--- src/rtl/scene_frame_loader.sv ---
// scene_frame_loader
//
// Parses a sync-delimited, XOR-checksummed scene frame (spheres + lights)
// from a UART byte stream. Records are assembled into the shadow bank and
// the shadow bank is made active only when the checksum matches, so
// consumers never observe a partially loaded scene.
//
// Frame: SYNC, nS, nL, nS sphere records, nL light records, CHK
//   CHK = XOR of every byte after SYNC, excluding CHK.
//
// Ports:
//   clk, reset          clock and synchronous active-high reset
//   rxData, rxValid     received byte and its one-cycle qualifier
//   sphereData[i]       active sphere record {cx,cy,cz,radius,R,G,B,refl}
//   lightData[i]        active light record {lx,ly,lz,R,G,B,intensity}
//   numSpheres/Lights   active record counts
//   sceneValid          set from the first commit onward
//   sceneUpdate         one-cycle pulse per commit
//   frameCount          committed frame count, modulo 256
//   errChecksum/errCount/errTimeout  one-cycle error pulses
//   busy                parser is inside a frame
module scene_frame_loader #(
  parameter int         MAX_SPHERES    = 4,
  parameter int         MAX_LIGHTS     = 2,
  parameter int         FIELD_BYTES    = 4,
  parameter logic [7:0] SYNC_BYTE      = 8'hA5,
  parameter int         TIMEOUT_CYCLES = 1_000_000
) (
  input  logic                                clk,
  input  logic                                reset,
  input  logic [7:0]                          rxData,
  input  logic                                rxValid,
  output logic [40*FIELD_BYTES+23:0]          sphereData [0:MAX_SPHERES-1],
  output logic [32*FIELD_BYTES+23:0]          lightData  [0:MAX_LIGHTS-1],
  output logic [$clog2(MAX_SPHERES+1)-1:0]    numSpheres,
  output logic [$clog2(MAX_LIGHTS+1)-1:0]     numLights,
  output logic                                sceneValid,
  output logic                                sceneUpdate,
  output logic [7:0]                          frameCount,
  output logic                                errChecksum,
  output logic                                errCount,
  output logic                                errTimeout,
  output logic                                busy
);

  localparam int FW  = 8 * FIELD_BYTES;
  localparam int SW  = 5 * FW + 24;
  localparam int LW  = 4 * FW + 24;
  localparam int CWS = $clog2(MAX_SPHERES + 1);
  localparam int CWL = $clog2(MAX_LIGHTS + 1);
  localparam int SIW = (MAX_SPHERES > 1) ? $clog2(MAX_SPHERES) : 1;
  localparam int LIW = (MAX_LIGHTS > 1) ? $clog2(MAX_LIGHTS) : 1;
  localparam int TW  = $clog2(TIMEOUT_CYCLES);

  localparam logic [7:0]    SPH_LAST  = 8'(SW / 8 - 1);
  localparam logic [7:0]    LGT_LAST  = 8'(LW / 8 - 1);
  localparam logic [7:0]    MAX_S8    = 8'(MAX_SPHERES);
  localparam logic [7:0]    MAX_L8    = 8'(MAX_LIGHTS);
  localparam logic [TW-1:0] IDLE_LAST = TW'(TIMEOUT_CYCLES - 1);

  localparam logic [2:0] S_HUNT = 3'd0;
  localparam logic [2:0] S_NS   = 3'd1;
  localparam logic [2:0] S_NL   = 3'd2;
  localparam logic [2:0] S_SPH  = 3'd3;
  localparam logic [2:0] S_LGT  = 3'd4;
  localparam logic [2:0] S_CHK  = 3'd5;

  logic [2:0]     state_reg;
  logic [7:0]     ns_raw_reg;
  logic [CWS-1:0] ns_reg;
  logic [CWL-1:0] nl_reg;
  logic [CWS-1:0] sidx_reg;
  logic [CWL-1:0] lidx_reg;
  logic [7:0]     rec_cnt_reg;
  logic [SW-9:0]  rec_reg;
  logic [7:0]     xor_reg;
  logic [TW-1:0]  idle_reg;
  logic           bank_sel_reg;

  // Two banks: [bank_sel_reg] is active, the other one is the shadow.
  logic [SW-1:0] sph_bank [0:1][0:MAX_SPHERES-1];
  logic [LW-1:0] lgt_bank [0:1][0:MAX_LIGHTS-1];

  // Record bytes arrive MSB first and the packed record layout matches the
  // wire order, so shifting bytes in from the bottom yields the packed
  // record once the last byte arrives. Lights use the low LW bits.
  logic [SW-1:0] rec_next;
  logic [7:0]    xor_next;
  logic          shadow;

  assign rec_next = {rec_reg, rxData};
  assign xor_next = xor_reg ^ rxData;
  assign shadow   = ~bank_sel_reg;
  assign busy     = (state_reg != S_HUNT);

  genvar gi;
  generate
    for (gi = 0; gi < MAX_SPHERES; gi++) begin : g_sph_out
      assign sphereData[gi] = sph_bank[bank_sel_reg][gi];
    end
    for (gi = 0; gi < MAX_LIGHTS; gi++) begin : g_lgt_out
      assign lightData[gi] = lgt_bank[bank_sel_reg][gi];
    end
  endgenerate

  always_ff @(posedge clk) begin
    if (reset) begin
      state_reg    <= S_HUNT;
      ns_raw_reg   <= '0;
      ns_reg       <= '0;
      nl_reg       <= '0;
      sidx_reg     <= '0;
      lidx_reg     <= '0;
      rec_cnt_reg  <= '0;
      rec_reg      <= '0;
      xor_reg      <= '0;
      idle_reg     <= '0;
      bank_sel_reg <= 1'b0;
      numSpheres   <= '0;
      numLights    <= '0;
      sceneValid   <= 1'b0;
      sceneUpdate  <= 1'b0;
      frameCount   <= '0;
      errChecksum  <= 1'b0;
      errCount     <= 1'b0;
      errTimeout   <= 1'b0;
      for (int b = 0; b < 2; b++) begin
        for (int i = 0; i < MAX_SPHERES; i++) sph_bank[b][i] <= '0;
        for (int i = 0; i < MAX_LIGHTS; i++)  lgt_bank[b][i] <= '0;
      end
    end else begin
      sceneUpdate <= 1'b0;
      errChecksum <= 1'b0;
      errCount    <= 1'b0;
      errTimeout  <= 1'b0;

      if (rxValid) begin
        // A byte always wins over an expiring idle counter.
        idle_reg <= '0;
        case (state_reg)
          S_HUNT: begin
            if (rxData == SYNC_BYTE) begin
              xor_reg   <= '0;
              state_reg <= S_NS;
            end
          end
          S_NS: begin
            ns_raw_reg <= rxData;
            xor_reg    <= xor_next;
            state_reg  <= S_NL;
          end
          S_NL: begin
            xor_reg <= xor_next;
            if (ns_raw_reg > MAX_S8 || rxData > MAX_L8) begin
              errCount  <= 1'b1;
              state_reg <= S_HUNT;
            end else begin
              ns_reg      <= ns_raw_reg[CWS-1:0];
              nl_reg      <= rxData[CWL-1:0];
              sidx_reg    <= '0;
              lidx_reg    <= '0;
              rec_cnt_reg <= '0;
              if (ns_raw_reg != 8'd0)  state_reg <= S_SPH;
              else if (rxData != 8'd0) state_reg <= S_LGT;
              else                     state_reg <= S_CHK;
            end
          end
          S_SPH: begin
            xor_reg <= xor_next;
            rec_reg <= rec_next[SW-9:0];
            if (rec_cnt_reg == SPH_LAST) begin
              rec_cnt_reg <= '0;
              sph_bank[shadow][sidx_reg[SIW-1:0]] <= rec_next;
              if (sidx_reg == ns_reg - CWS'(1)) begin
                state_reg <= (nl_reg != '0) ? S_LGT : S_CHK;
              end else begin
                sidx_reg <= sidx_reg + CWS'(1);
              end
            end else begin
              rec_cnt_reg <= rec_cnt_reg + 8'd1;
            end
          end
          S_LGT: begin
            xor_reg <= xor_next;
            rec_reg <= rec_next[SW-9:0];
            if (rec_cnt_reg == LGT_LAST) begin
              rec_cnt_reg <= '0;
              lgt_bank[shadow][lidx_reg[LIW-1:0]] <= rec_next[LW-1:0];
              if (lidx_reg == nl_reg - CWL'(1)) begin
                state_reg <= S_CHK;
              end else begin
                lidx_reg <= lidx_reg + CWL'(1);
              end
            end else begin
              rec_cnt_reg <= rec_cnt_reg + 8'd1;
            end
          end
          S_CHK: begin
            if (rxData == xor_reg) begin
              bank_sel_reg <= shadow;
              numSpheres   <= ns_reg;
              numLights    <= nl_reg;
              sceneValid   <= 1'b1;
              sceneUpdate  <= 1'b1;
              frameCount   <= frameCount + 8'd1;
            end else begin
              errChecksum <= 1'b1;
            end
            state_reg <= S_HUNT;
          end
          default: state_reg <= S_HUNT;
        endcase
      end else if (state_reg != S_HUNT) begin
        // Abandoned shadow contents need no clearing: the next frame
        // overwrites every slot it commits, and slots beyond the count
        // are stale by definition.
        if (idle_reg == IDLE_LAST) begin
          errTimeout <= 1'b1;
          state_reg  <= S_HUNT;
          idle_reg   <= '0;
        end else begin
          idle_reg <= idle_reg + TW'(1);
        end
      end
    end
  end

endmodule

--- config.mk ---
export PLATFORM = sky130hd
export DESIGN_NAME = scene_frame_loader
export DESIGN_NICKNAME = d
export VERILOG_FILES = /design/src/rtl/scene_frame_loader.sv
export SDC_FILE = /design/constraint.sdc
export NUM_CORES = 2
export LEC_CHECK = 0
export ABC_AREA = 1
export CAP_MARGIN = 40
export CORE_ASPECT_RATIO = 0.9
export CORE_MARGIN = 2
export CORE_UTILIZATION = 38
export CTS_BUF_LIST = sky130_fd_sc_hd__clkbuf_4
export DETAILED_ROUTE_END_ITERATION = 12
export GPL_ROUTABILITY_DRIVEN = 1
export GPL_TIMING_DRIVEN = 0
export PLACE_DENSITY = 0.62
export SLEW_MARGIN = 5
export SYNTH_ARGS = -nofsm -noshare
export SYNTH_HDL_FRONTEND = slang
export SYNTH_SLANG_ARGS = --single-unit
--- constraint.sdc ---
create_clock -name clk -period 22 [get_ports clk]
set_input_delay 2.2 -clock clk [delete_from_list [all_inputs] [get_ports clk]]
set_output_delay 2.2 -clock clk [all_outputs]
set_load 0.005 [all_outputs]
==> impl_metrics.toml <==
[timing]
period_minus_slack_ns = 7.199
hold_violations = 0
relSlewSlack_pct = 30.85
fin_skew_ns = 0.1101
worst_pin_slew_ns = 1.037
drv_slew = 0
fin_crit_sh_pct = 32.72
report.final.setup_viol = 0
fin_ws_ns = 14.80
rsz0062_at_grt = "no"
fmax_mhz = 138.9
hold_ws_ns = 0.4475

[cts]
cts.sinks = 2333
numCtsBuffers = 610
ctsHoldBuffers = 0
cts.reportedPaths.clkPinSlew_ns = 0.06
post_cts_resized = 0
root_buffer = "clkbuf_4"
cts_tree = "yes"
worstSkewPairLatency_ns = 1.32
htreeDepth = 6
postCtsSetupRepairBufs = 0
clk_path_buf_depth = 4

[power_and_ir_drop]
finalPower_w = 0.009866
peakVddDrop_mv = 0.04057
p_leak_nw = 39.64
p_per_area_nw_per_um2 = 83.96

[logic_synthesis]
yosys.area.top_type = "edfxtp_1"
dominantRegCellSynth = "edfxtp_1"
syn-num-nets = 6766
async_reset_ff_share_pct = 0
synthTopCellsByArea = "edfxtp_1 67%, mux2_2 13%, nor2_1 6.5%"
yosysWarnings = 0
ys_ff_latch = 2333
postSynthCellCount = 6745
syn_area_um2 = 93220
syn_avg_cell_area_um2 = 13.82
synth_enable_flop_cells = 2080
synth_cell_types = 34
yosysSeqAreaShare_pct = 72.44
synth_top_cell_area_share_pct = 67.00

[worst_setup_path]
end_kind = "output pin"
timing.setup.critical_path_class = "reg -> out"
critPathArrivalTime_ns = 5.00
start_kind = "register"
critPathMaxFanout = 14
required_ns = 19.80

[worst_hold_path]
hold_class = "reg -> reg"

[route]
drt_pre_antenna_iters = 5
drt_iter0_markers = 6376
drc = 0
via_per_inst = 5.213
route.vias.total = 63670
wl_um = 327700
ant_nets = 0
wire_per_inst_um = 26.83

[placement]
dp_hpwl_um = 232700
place_ws_ns = 13.69
io_buffers = 1068
gp_congestion = 0.8576

[global_routing]
grt_pass1_wl_um = 455500
grt_pass1_vias = 62660
grt_antenna_before_repair = 21
grt_use_total_pct = 25.45
grt-ovfl-total = 0
grt_max_degree = 81

[die]
io-pin-count = 1070
initial_utilization_pct = 38.20
num_rows = 172
die_h_um = 473.9
core_area_um2 = 244000
dieArea_um2 = 249300
dieWidth_um = 526.1

[cells_and_area]
syn_to_final_growth_pct = 26.06
drive_gt1_share_pct = 25.22
fin_util_pct = 48.15
largest_reg_flops = 1472
nets = 8541
layout_common_cells = "2080 x edfxtp_1, 1623 x nor2_1, 1068 x clkdlybuf4s50_1, 1040 x mux2_2, 910 x clkbuf_4"
layout_commonest_cell = "edfxtp_1"

[run_status]
status = "complete, no violations"

[flow_run]
maxCapViolCount = 0
[synth_stat cells (4+ instances only)]
| library cell | n |
|---|---|
| edfxtp_1 | 2080 |
| nor2_1 | 1624 |
| mux2_2 | 1040 |
| clkbuf_1 | 411 |
| inv_1 | 271 |
| dfxtp_1 | 253 |
| a21oi_1 | 235 |
| o21ai_0 | 211 |
| nor3_1 | 199 |
| nand2_1 | 178 |
| buf_2 | 116 |
| nand3_1 | 33 |
| nand4_1 | 17 |
| buf_1 | 14 |
| xnor2_1 | 13 |
| ha_1 | 10 |
| nand3b_1 | 10 |
| inv_2 | 5 |
| xor2_1 | 4 |
[report_power, final]
| group | total, W | switching (W) | internal (W) |
|---|---|---|---|
| logic | 0.000937 | 0.000621 | 0.000316 |
| registers | 0.00509 | 0.0000724 | 0.00502 |
| clock network | 0.00384 | 0.00185 | 0.00199 |
[worst paths after layout]
check                                                  from                        end  slack, ns  cells after the start
worst max register to register  rec_cnt_reg[0]$_SDFFE_PP0P_  lgt_bank[1][90]$_DFFE_PP_      16.90                     20
worst min register to register    idle_reg[17]$_SDFFE_PP0P_  idle_reg[17]$_SDFFE_PP0P_       0.45                      2
worst min-delay path              idle_reg[17]$_SDFFE_PP0P_  idle_reg[17]$_SDFFE_PP0P_       0.45                      2
worst max-delay path                               register            sphereData[412]      14.80                      7
[routing by layer]
layer | GRT usage (%) | vias to the layer above | wire length [µm]
met5 | 0 | - | 27
met4 | 10.68 | 4 | 13740
met3 | 7.362 | 574 | 31580
met2 | 39.45 | 3278 | 148800
met1 | 33.37 | 32130 | 133500
li1 | - | 27680 | -
[worst max-delay path, cell delays in order, from the launching register on]
cell and delay, ns:
dfxtp_1 0.37, clkbuf_1 0.20, clkbuf_2 0.62, clkbuf_2 0.49
buf_12 0.24, clkbuf_1 0.70, mux2_2 0.46, clkdlybuf4s50_1 0.58
[area by class of cell]
class / count / area, µm²
Timing Repair Buffer: 1163 / 12330
Antenna cell: 18 / 45.04
Sequential cell: 2333 / 67520
Tap cell: 3219 / 4028
Multi-Input combinational cell: 3593 / 22560
Fill cell: 21520 / 126500
Clock inverter: 158 / 934.6
Buffer: 542 / 2206
Inverter: 277 / 1055
Clock buffer: 910 / 6832
[cell families after synthesis]
group           after synthesis  share of synthesized area (%)
compound gates              453                          2.446
xor+xnor                     17                         0.1597
fa+ha+maj                    10                         0.1342
buf+inv                     819                          3.458
flops                      2333                          72.44
mux                        1040                          12.56
simple gates               2073                          8.801
[through the flow]
step	setup TNS (ns)	cells	instance area (µm²)
6_report	0	12210	117500
5_1_grt	0	12200	117500
4_1_cts	0	12200	117500
3_5_place_dp	0	11130	109700
3_3_place_gp	-1337.85	11030	107900
2_1_floorplan	0	6745	93220
No activity file was read; power rests on OpenSTA's default activity.
